### src/rtl/alu_share_arbiter.sv
// Round-robin share of one WIDTH-bit logic/arithmetic unit between two requesters.
// Latency: accept edge -> EXEC -> RESP; response held until rsp_ready, no new grant meanwhile.
module alu_share_arbiter #(
    parameter int WIDTH = 32
) (
    input  logic             clk,
    input  logic             rst,
    input  logic             req0_valid,
    output logic             req0_ready,
    input  logic [2:0]       req0_op,
    input  logic [WIDTH-1:0] req0_a,
    input  logic [WIDTH-1:0] req0_b,
    input  logic             req1_valid,
    output logic             req1_ready,
    input  logic [2:0]       req1_op,
    input  logic [WIDTH-1:0] req1_a,
    input  logic [WIDTH-1:0] req1_b,
    output logic             rsp_valid,
    input  logic             rsp_ready,
    output logic             rsp_id,
    output logic [WIDTH-1:0] rsp_result,
    output logic             rsp_zero,
    output logic             busy
);

    typedef enum logic [1:0] {IDLE, EXEC, RESP} state_t;

    state_t           state, state_nxt;
    logic             last_grant;
    logic             winner;
    logic             any_valid;
    logic [2:0]       op_q;
    logic [WIDTH-1:0] a_q, b_q;
    logic             id_q;
    logic [WIDTH-1:0] alu_res;

    // On a tie the requester that did not win last time gets the unit.
    always_comb begin
        any_valid = req0_valid | req1_valid;
        if (req0_valid && req1_valid)
            winner = ~last_grant;
        else
            winner = req1_valid;
    end

    assign req0_ready = (state == IDLE) && any_valid && !winner;
    assign req1_ready = (state == IDLE) && any_valid && winner;
    assign rsp_valid  = (state == RESP);
    assign busy       = (state != IDLE);

    always_comb begin
        state_nxt = state;
        case (state)
            IDLE:    if (any_valid) state_nxt = EXEC;
            EXEC:    state_nxt = RESP;
            RESP:    if (rsp_ready) state_nxt = IDLE;
            default: state_nxt = IDLE;
        endcase
    end

    always_comb begin
        alu_res = '0;
        case (op_q)
            3'b000: alu_res = a_q & b_q;
            3'b001: alu_res = a_q | b_q;
            3'b010: alu_res = a_q ^ b_q;
            3'b011: alu_res = ~(a_q | b_q);
            3'b100: alu_res = a_q + b_q;
            3'b101: alu_res = a_q - b_q;
            3'b110: alu_res[0] = $signed(a_q) < $signed(b_q);
            default: alu_res = a_q;
        endcase
    end

    always_ff @(posedge clk or posedge rst) begin
        if (rst) begin
            state      <= IDLE;
            last_grant <= 1'b1;
            op_q       <= '0;
            a_q        <= '0;
            b_q        <= '0;
            id_q       <= 1'b0;
            rsp_id     <= 1'b0;
            rsp_result <= '0;
            rsp_zero   <= 1'b0;
        end else begin
            state <= state_nxt;
            if (state == IDLE && any_valid) begin
                op_q       <= winner ? req1_op : req0_op;
                a_q        <= winner ? req1_a  : req0_a;
                b_q        <= winner ? req1_b  : req0_b;
                id_q       <= winner;
                last_grant <= winner;
            end
            if (state == EXEC) begin
                rsp_result <= alu_res;
                rsp_zero   <= (alu_res == '0);
                rsp_id     <= id_q;
            end
        end
    end

endmodule

### config.mk
export PLATFORM = sky130hd
export DESIGN_NAME = alu_share_arbiter
export DESIGN_NICKNAME = d
export VERILOG_FILES = /design/src/rtl/alu_share_arbiter.sv
export SDC_FILE = /design/constraint.sdc
export NUM_CORES = 1
export LEC_CHECK = 0
export CAP_MARGIN = 15
export CORE_AREA = 2 2 173 217
export DETAILED_ROUTE_END_ITERATION = 8
export DIE_AREA = 0 0 175 219
export PLACE_DENSITY_LB_ADDON = 0.2
export SYNTH_ARGS = -nofsm -noshare
export SYNTH_HDL_FRONTEND = slang
export SYNTH_SLANG_ARGS = --single-unit
### constraint.sdc
create_clock -name clk -period 4 [get_ports clk]
set_clock_uncertainty 0.15 [all_clocks]
set_input_delay 0.8 -clock clk [delete_from_list [all_inputs] [get_ports clk]]
set_output_delay 0.8 -clock clk [all_outputs]
set_load 0.01 [all_outputs]
## Word-level counts from Yosys, hierarchy flattened

Cells that the tools add are included.
Widths: inputs -> output; s select.

- Reductions and logical operators: 10
- $add $sub $neg: 2
- Div/mod/pow operators: 0
- Multipliers: 0
- Mux-type cells: 9
- Order comparisons: 1
- Bitwise logic cells: 6
- Shifts and indexed selects: 0
- Equal/unequal tests: 10

Operators with widths:

| kind | number |
|---|---|
| $pmux 31 s7 | 1 |
| $mux 32 | 2 |
| $add 32x32->32 | 1 |
| $and 32x32->32 | 1 |
| $logic_not 32->1 | 1 |
| $lt 32x32->1 | 1 |
| $not 32->32 | 1 |
| $or 32x32->32 | 1 |
| $sub 32x32->32 | 1 |
| $xor 32x32->32 | 1 |
| $eq 3x3->1 const B | 3 |
| $pmux 1 s7 | 1 |
| $eq 3x2->1 const B | 2 |
| $pmux 2 s3 | 1 |
| $logic_and 1x1->1 | 4 |
| $mux 2 | 2 |
| $eq 3x1->1 const B | 1 |
| $logic_not 3->1 | 1 |
| $mux 3 | 1 |
| $eq 2x1->1 const B | 1 |
| $eq 2x2->1 const B | 1 |
| $logic_not 2->1 | 1 |
| $ne 2x1->1 const B | 1 |
| $ne 2x2->1 const B | 1 |
| 6 further kinds | 6 |

- Output and inout port bits: 38
- Memories: 0
- Register bits after elaboration: 105
- Input bits: 139
- Bits in writable memories: 0
- Logic and storage cells: 47
- ROM bits: 0
- Latch bits: 0

## Longest topological paths before layout

Gate-level depths: netlist (run 1).

- Word-level depth: 4
- Mapped depth: 15
- Depth with buffers taken out: 14

## Worst setup path after synthesis (run 1)

Ideal clock, no wire load.

- Path type: reg-to-reg
- From: register a_q[0]
- To: register rsp_zero
- Buffers on the path: 0
- Library setup time: 104 ps
- Required time: 3746 ps
- Data arrival time: 3339 ps
- Stages on the path, launching flop included: 15
- Clock period less this slack: 3592 ps
- Slack: 408 ps
- Cells stage by stage: dfrtp_1 inv_1 ha_1 fa_1 nor2_2 o311a_4 o2111a_1 or3_4 a21o_1 a32o_1 a311o_1 nand4bb_1 nor4_2 nand4_1 o41ai_2

- Cells in the longest elaborated chain, start to end: 4
- Elaborated cells between the ends (all ways): 10
- Those cells by class: add/sub: 2; order compare: 1; mux: 2; bitwise: 4; reduce/logical: 1

RTL lines:

| what | line | RTL |
|---|---|---|
| from (decl) | 33 | `logic [WIDTH-1:0] a_q, b_q;` |
| from (signal assigned) | 90 | `a_q <= winner ? req1_a : req0_a;` |
| branches (longest 3 deep; another with $sub 32x32->32) | n/a |  |
| $logic_not 32->1 * | 97 | `rsp_zero <= (alu_res == '0);` |
| to (signal assigned) | 97 |  |
| to (decl) | 22 | `output logic rsp_zero,` |

Every way passes the cells marked *.
A chain may end at the register's enable or synchronous reset.

## Worst setup path in the final report (run 1)

- From: register a_q[1]
- To: register rsp_zero

- Cells in the longest elaborated chain, start to end: 4
- Elaborated cells between the ends (all ways): 10
- Those cells by class: add/sub: 2; order compare: 1; mux: 2; bitwise: 4; reduce/logical: 1

RTL lines:

| what | line |
|---|---|
| branches (longest 3 deep; another with $sub 32x32->32) | n/a |
| $logic_not 32->1 * | 97 |

Marks and branches as above.

==> results of run 1 <==
-- flip-flops by register name (all words and copies together), names as in the netlist --
| register | cells |
|---|---|
| state | 2 |
| a_q | 32 |
| rsp_zero | 1 |
| b_q | 32 |
| last_grant | 1 |
| id_q | 1 |
| rsp_result | 32 |
| op_q | 3 |
| rsp_id | 1 |
-- cells by family (layout without fill, tap and decap cells) --
family | after synthesis | count (layout)
adder cells (fa/ha/maj) | 105 | 105
flip-flops | 105 | 105
AND/OR/NAND/NOR | 358 | 358
buffers and inverters | 268 | 591
XOR/XNOR | 12 | 12
multiplexers | 27 | 27
AO/OA/AOI/OAI | 506 | 506
-- how the worst min path moves through the flow --
stage	start	end	slack, ns
finish	rsp_result[12]	rsp_result[12]	0.33
global route	rsp_result[18]	rsp_result[18]	0.36
CTS	id_q	rsp_id	0.33
detailed placement	id_q	rsp_id	0.31
global placement	id_q	rsp_id	0.31
floorplan	id_q	rsp_id	0.29
-- through the flow --
| stage | hold WS [ns] | area, µm² |
|---|---|---|
| final | 0.331 | 15000 |
| after global routing | 0.361 | 15000 |
| after CTS | 0.333 | 14800 |
| after detailed placement | 0.313 | 14400 |
| after global placement | 0.312 | 14400 |
| after floorplan | 0.289 | 10700 |
-- metal layers --
layer,wire (µm),vias up,GRT usage
li1,-,5752,-
met1,18600,5907,0.276
met2,24800,415,0.461
met3,1920,103,0.0236
met4,1920,0,0.107
met5,0,-,0
-- cells in the mapped netlist (all sizes together) (28+ instances only) --
library cell / number
nor3: 33
nor2: 109
nand2: 71
a21o: 28
clkbuf: 68
dfrtp: 104
ha: 103
o21ai: 105
inv: 164
nand3: 29
buf: 34
a222oi: 67
a21oi: 108
-- timing repair --
action	CTS	global route
pin swaps	2	14
setup buffers	1	6
hold buffers	0	0
resized for setup	12	38
setup endpoints to repair	2	4
-- worst register-to-register path, stage by stage, from the launching register on --
cell	delay, ns
sky130_fd_sc_hd__dfrtp_1	0.38
sky130_fd_sc_hd__inv_1	0.14
sky130_fd_sc_hd__ha_1	0.27
sky130_fd_sc_hd__buf_4	0.14
sky130_fd_sc_hd__a211o_2	0.36
sky130_fd_sc_hd__a31o_2	0.30
sky130_fd_sc_hd__o21ai_4	0.19
sky130_fd_sc_hd__buf_4	0.17
sky130_fd_sc_hd__a2111oi_2	0.06
sky130_fd_sc_hd__nand3b_1	0.30
sky130_fd_sc_hd__a31oi_1	0.32
sky130_fd_sc_hd__nor2_1	0.09
sky130_fd_sc_hd__mux2i_1	0.24
sky130_fd_sc_hd__o211ai_1	0.13
sky130_fd_sc_hd__nand4b_1	0.20
sky130_fd_sc_hd__o41ai_2	0.32
-- area by class of cell --
class | instances | area (µm²) | area share
repair buffers | 409 | 3550 | 0.237
clock buffers | 10 | 229 | 0.0153
clock inverters | 6 | 62.6 | 0.00418
inverters | 166 | 626 | 0.0418
flip-flops and latches | 105 | 2630 | 0.176
well taps | 480 | 601 | 0.0401
multi-input cells | 1008 | 7260 | 0.485
==> qor.yml, run 1 <==
outcome: "finished clean"
muxShareOfSynthArea: 0.0261
r2r_end: "rsp_zero"
timing.critical_path.required_ns: 4.13
synth_area_per_cell_um2: 7.76
worst_ep_arrival_time_ns: 3.98
layout.filler_cells: 3692
max_stage_delay_cell_worst_path: "sky130_fd_sc_hd__dfrtp_1"
clk_path_buf_depth: 2
setup-violations-final: 0
total_routing_usage_gr: 0.244
synthAdderAreaFrac: 0.124
tritoncts: "yes"
number_of_synthesized_register_bits: 105
slowest_delay_ns: 0.38
dr_total_vias: 12200
cp-startpoint: "a_q[1]"
average_wire_length_per_cell_after_detail_routing_um: 21.6
worst_skew_pair.late_latency_ns: 0.38
die_area_um2: 38300
synthCells: 1381
finalSetupTns_ns: 0
finalWirelength_mm: 47.3
cts.clk_slew.worst_paths_ns: 0.08
grt_max_degree: 70
timing.final.ws_setup_ns: 0.150
global_route_wire_length_before_repair_mm: 71.7
timing.reg2reg.worst_path_depth: 15
hold_viol: 0
synth_compound_gate_area_share: 0.332
worstMarginPinSlew_ns: 0.784
finalWeightedCongestion: 0.942
top_ff_cell_synth: "sky130_fd_sc_hd__dfrtp_1"
timing.slew.headroom: 0.478
stdcell_count: 2184
yosys_warnings: 0
cts.htree.levels: 3
timing.critical_path.max_delay_family: "compound AO/OA/AOI/OAI gates"
die_y_um: 219
crit_chain: "inv_1, ha_1, buf_4, a211o_2, a31o_2, o21ai_4, buf_4, a2111oi_2, nand3b_1, a31oi_1, nor2_1, mux2i_1, o211ai_1, nand4b_1, o41ai_2"
final_core_util: 0.413
detailedPlacementHpwl_mm: 37.1
crit_top_cell: "sky130_fd_sc_hd__buf_4"
netlist_area_um2: 10700
tritoncts_num_sinks: 105
maxCapViolations: 0
synth_top_area_frac: 0.243
synth_edf_count: 0
crit_path_end: "rsp_zero"
post_synthesis_cell_type_count: 83
first_global_vias: 12400
simple_gate_share_of_the_synthesized_area: 0.165
yosys-top-cells-area: "sky130_fd_sc_hd__dfrtp_1, sky130_fd_sc_hd__ha_1, sky130_fd_sc_hd__a222oi_1"
synth-seq-area-share: 0.245
grt_overflow_total: 0
worst-setup-path-type: "reg2reg"
die_width_um: 175
final_net_count: 1943
dp_worst_setup_slack_ns: -0.295
drcViolationCount: 0
min_period_over_period: 0.962
setup.worst_path.end_class: "flop"
xor_xnor_fraction_of_synth_area: 0.00981
share_of_layout_cells_above_drive_strength_1: 0.188
area_delta_synth_final_pct: 39.6
start_kind: "flop"
netlist.top_cell.by_area: "sky130_fd_sc_hd__dfrtp_1"
report.final.slew_viol_count: 0
synth_async_sr_flop_share: 1.00
fmax_ghz: 0.260
cts_buffers: 9
initial_utilization: 0.296
critical_path_peak_fanout: 5
layout.cells.most_common: "sky130_fd_sc_hd__buf_4"
main_combinational_cell_family_by_area_after_synthesis: "compound AO/OA/AOI/OAI gates"
drtAntennaViolNets: 0
io_buffer_count: 176
synth_fp_nets: 1625
drtIter0Drc: 1098
r2r_setup_slack_ns: 0.15
placementRows: 78
worstHoldPathCells: 2
design.core.area_um2: 36200
worst_r2r_startpoint: "a_q[1]"
layout_common_cells: "sky130_fd_sc_hd__buf_4, sky130_fd_sc_hd__clkdlybuf4s50_1, sky130_fd_sc_hd__inv_1, sky130_fd_sc_hd__nor2_1, sky130_fd_sc_hd__a21oi_1"
post_drt_via_cell_ratio: 5.58
antenna_cells: 0
drt_pre_antenna_iters: 9
worstHoldPathType: "reg2reg"
crit_cells: 15
cp_num_buf_inv: 3
placedCellCount: 2161
grt_antenna_before_repair: 0
clockRootBuffer: "sky130_fd_sc_hd__clkbuf_16"
finalCriticalPeriod_ns: 3.85
io-pin-count: 177
Power of run 1 is left out: the tool's default activity adds up to more than one toggle a clock period on the data nets, which glitch-free logic cannot reach.
==> run 2: changes to the inputs <==
--- a/config.mk
+++ b/config.mk
@@ -10,6 +10,7 @@
 export DETAILED_ROUTE_END_ITERATION = 8
 export DIE_AREA = 0 0 175 219
 export PLACE_DENSITY_LB_ADDON = 0.2
+export SLEW_MARGIN = 5
 export SYNTH_ARGS = -nofsm -noshare
 export SYNTH_HDL_FRONTEND = slang
 export SYNTH_SLANG_ARGS = --single-unit
==> results of run 2 <==
The final DEF is identical to that of run 1; final timing and power are the same.
Power of run 2 is left out for the same reason.
==> run 3: changes to the inputs <==
--- a/config.mk
+++ b/config.mk
@@ -10,7 +10,7 @@
 export DETAILED_ROUTE_END_ITERATION = 8
 export DIE_AREA = 0 0 175 219
 export PLACE_DENSITY_LB_ADDON = 0.2
-export SLEW_MARGIN = 5
+export SLEW_MARGIN = 20
 export SYNTH_ARGS = -nofsm -noshare
 export SYNTH_HDL_FRONTEND = slang
 export SYNTH_SLANG_ARGS = --single-unit
==> results of run 3 <==
The final DEF is identical to that of run 1; final timing and power are the same.
Power of run 3 is left out for the same reason.
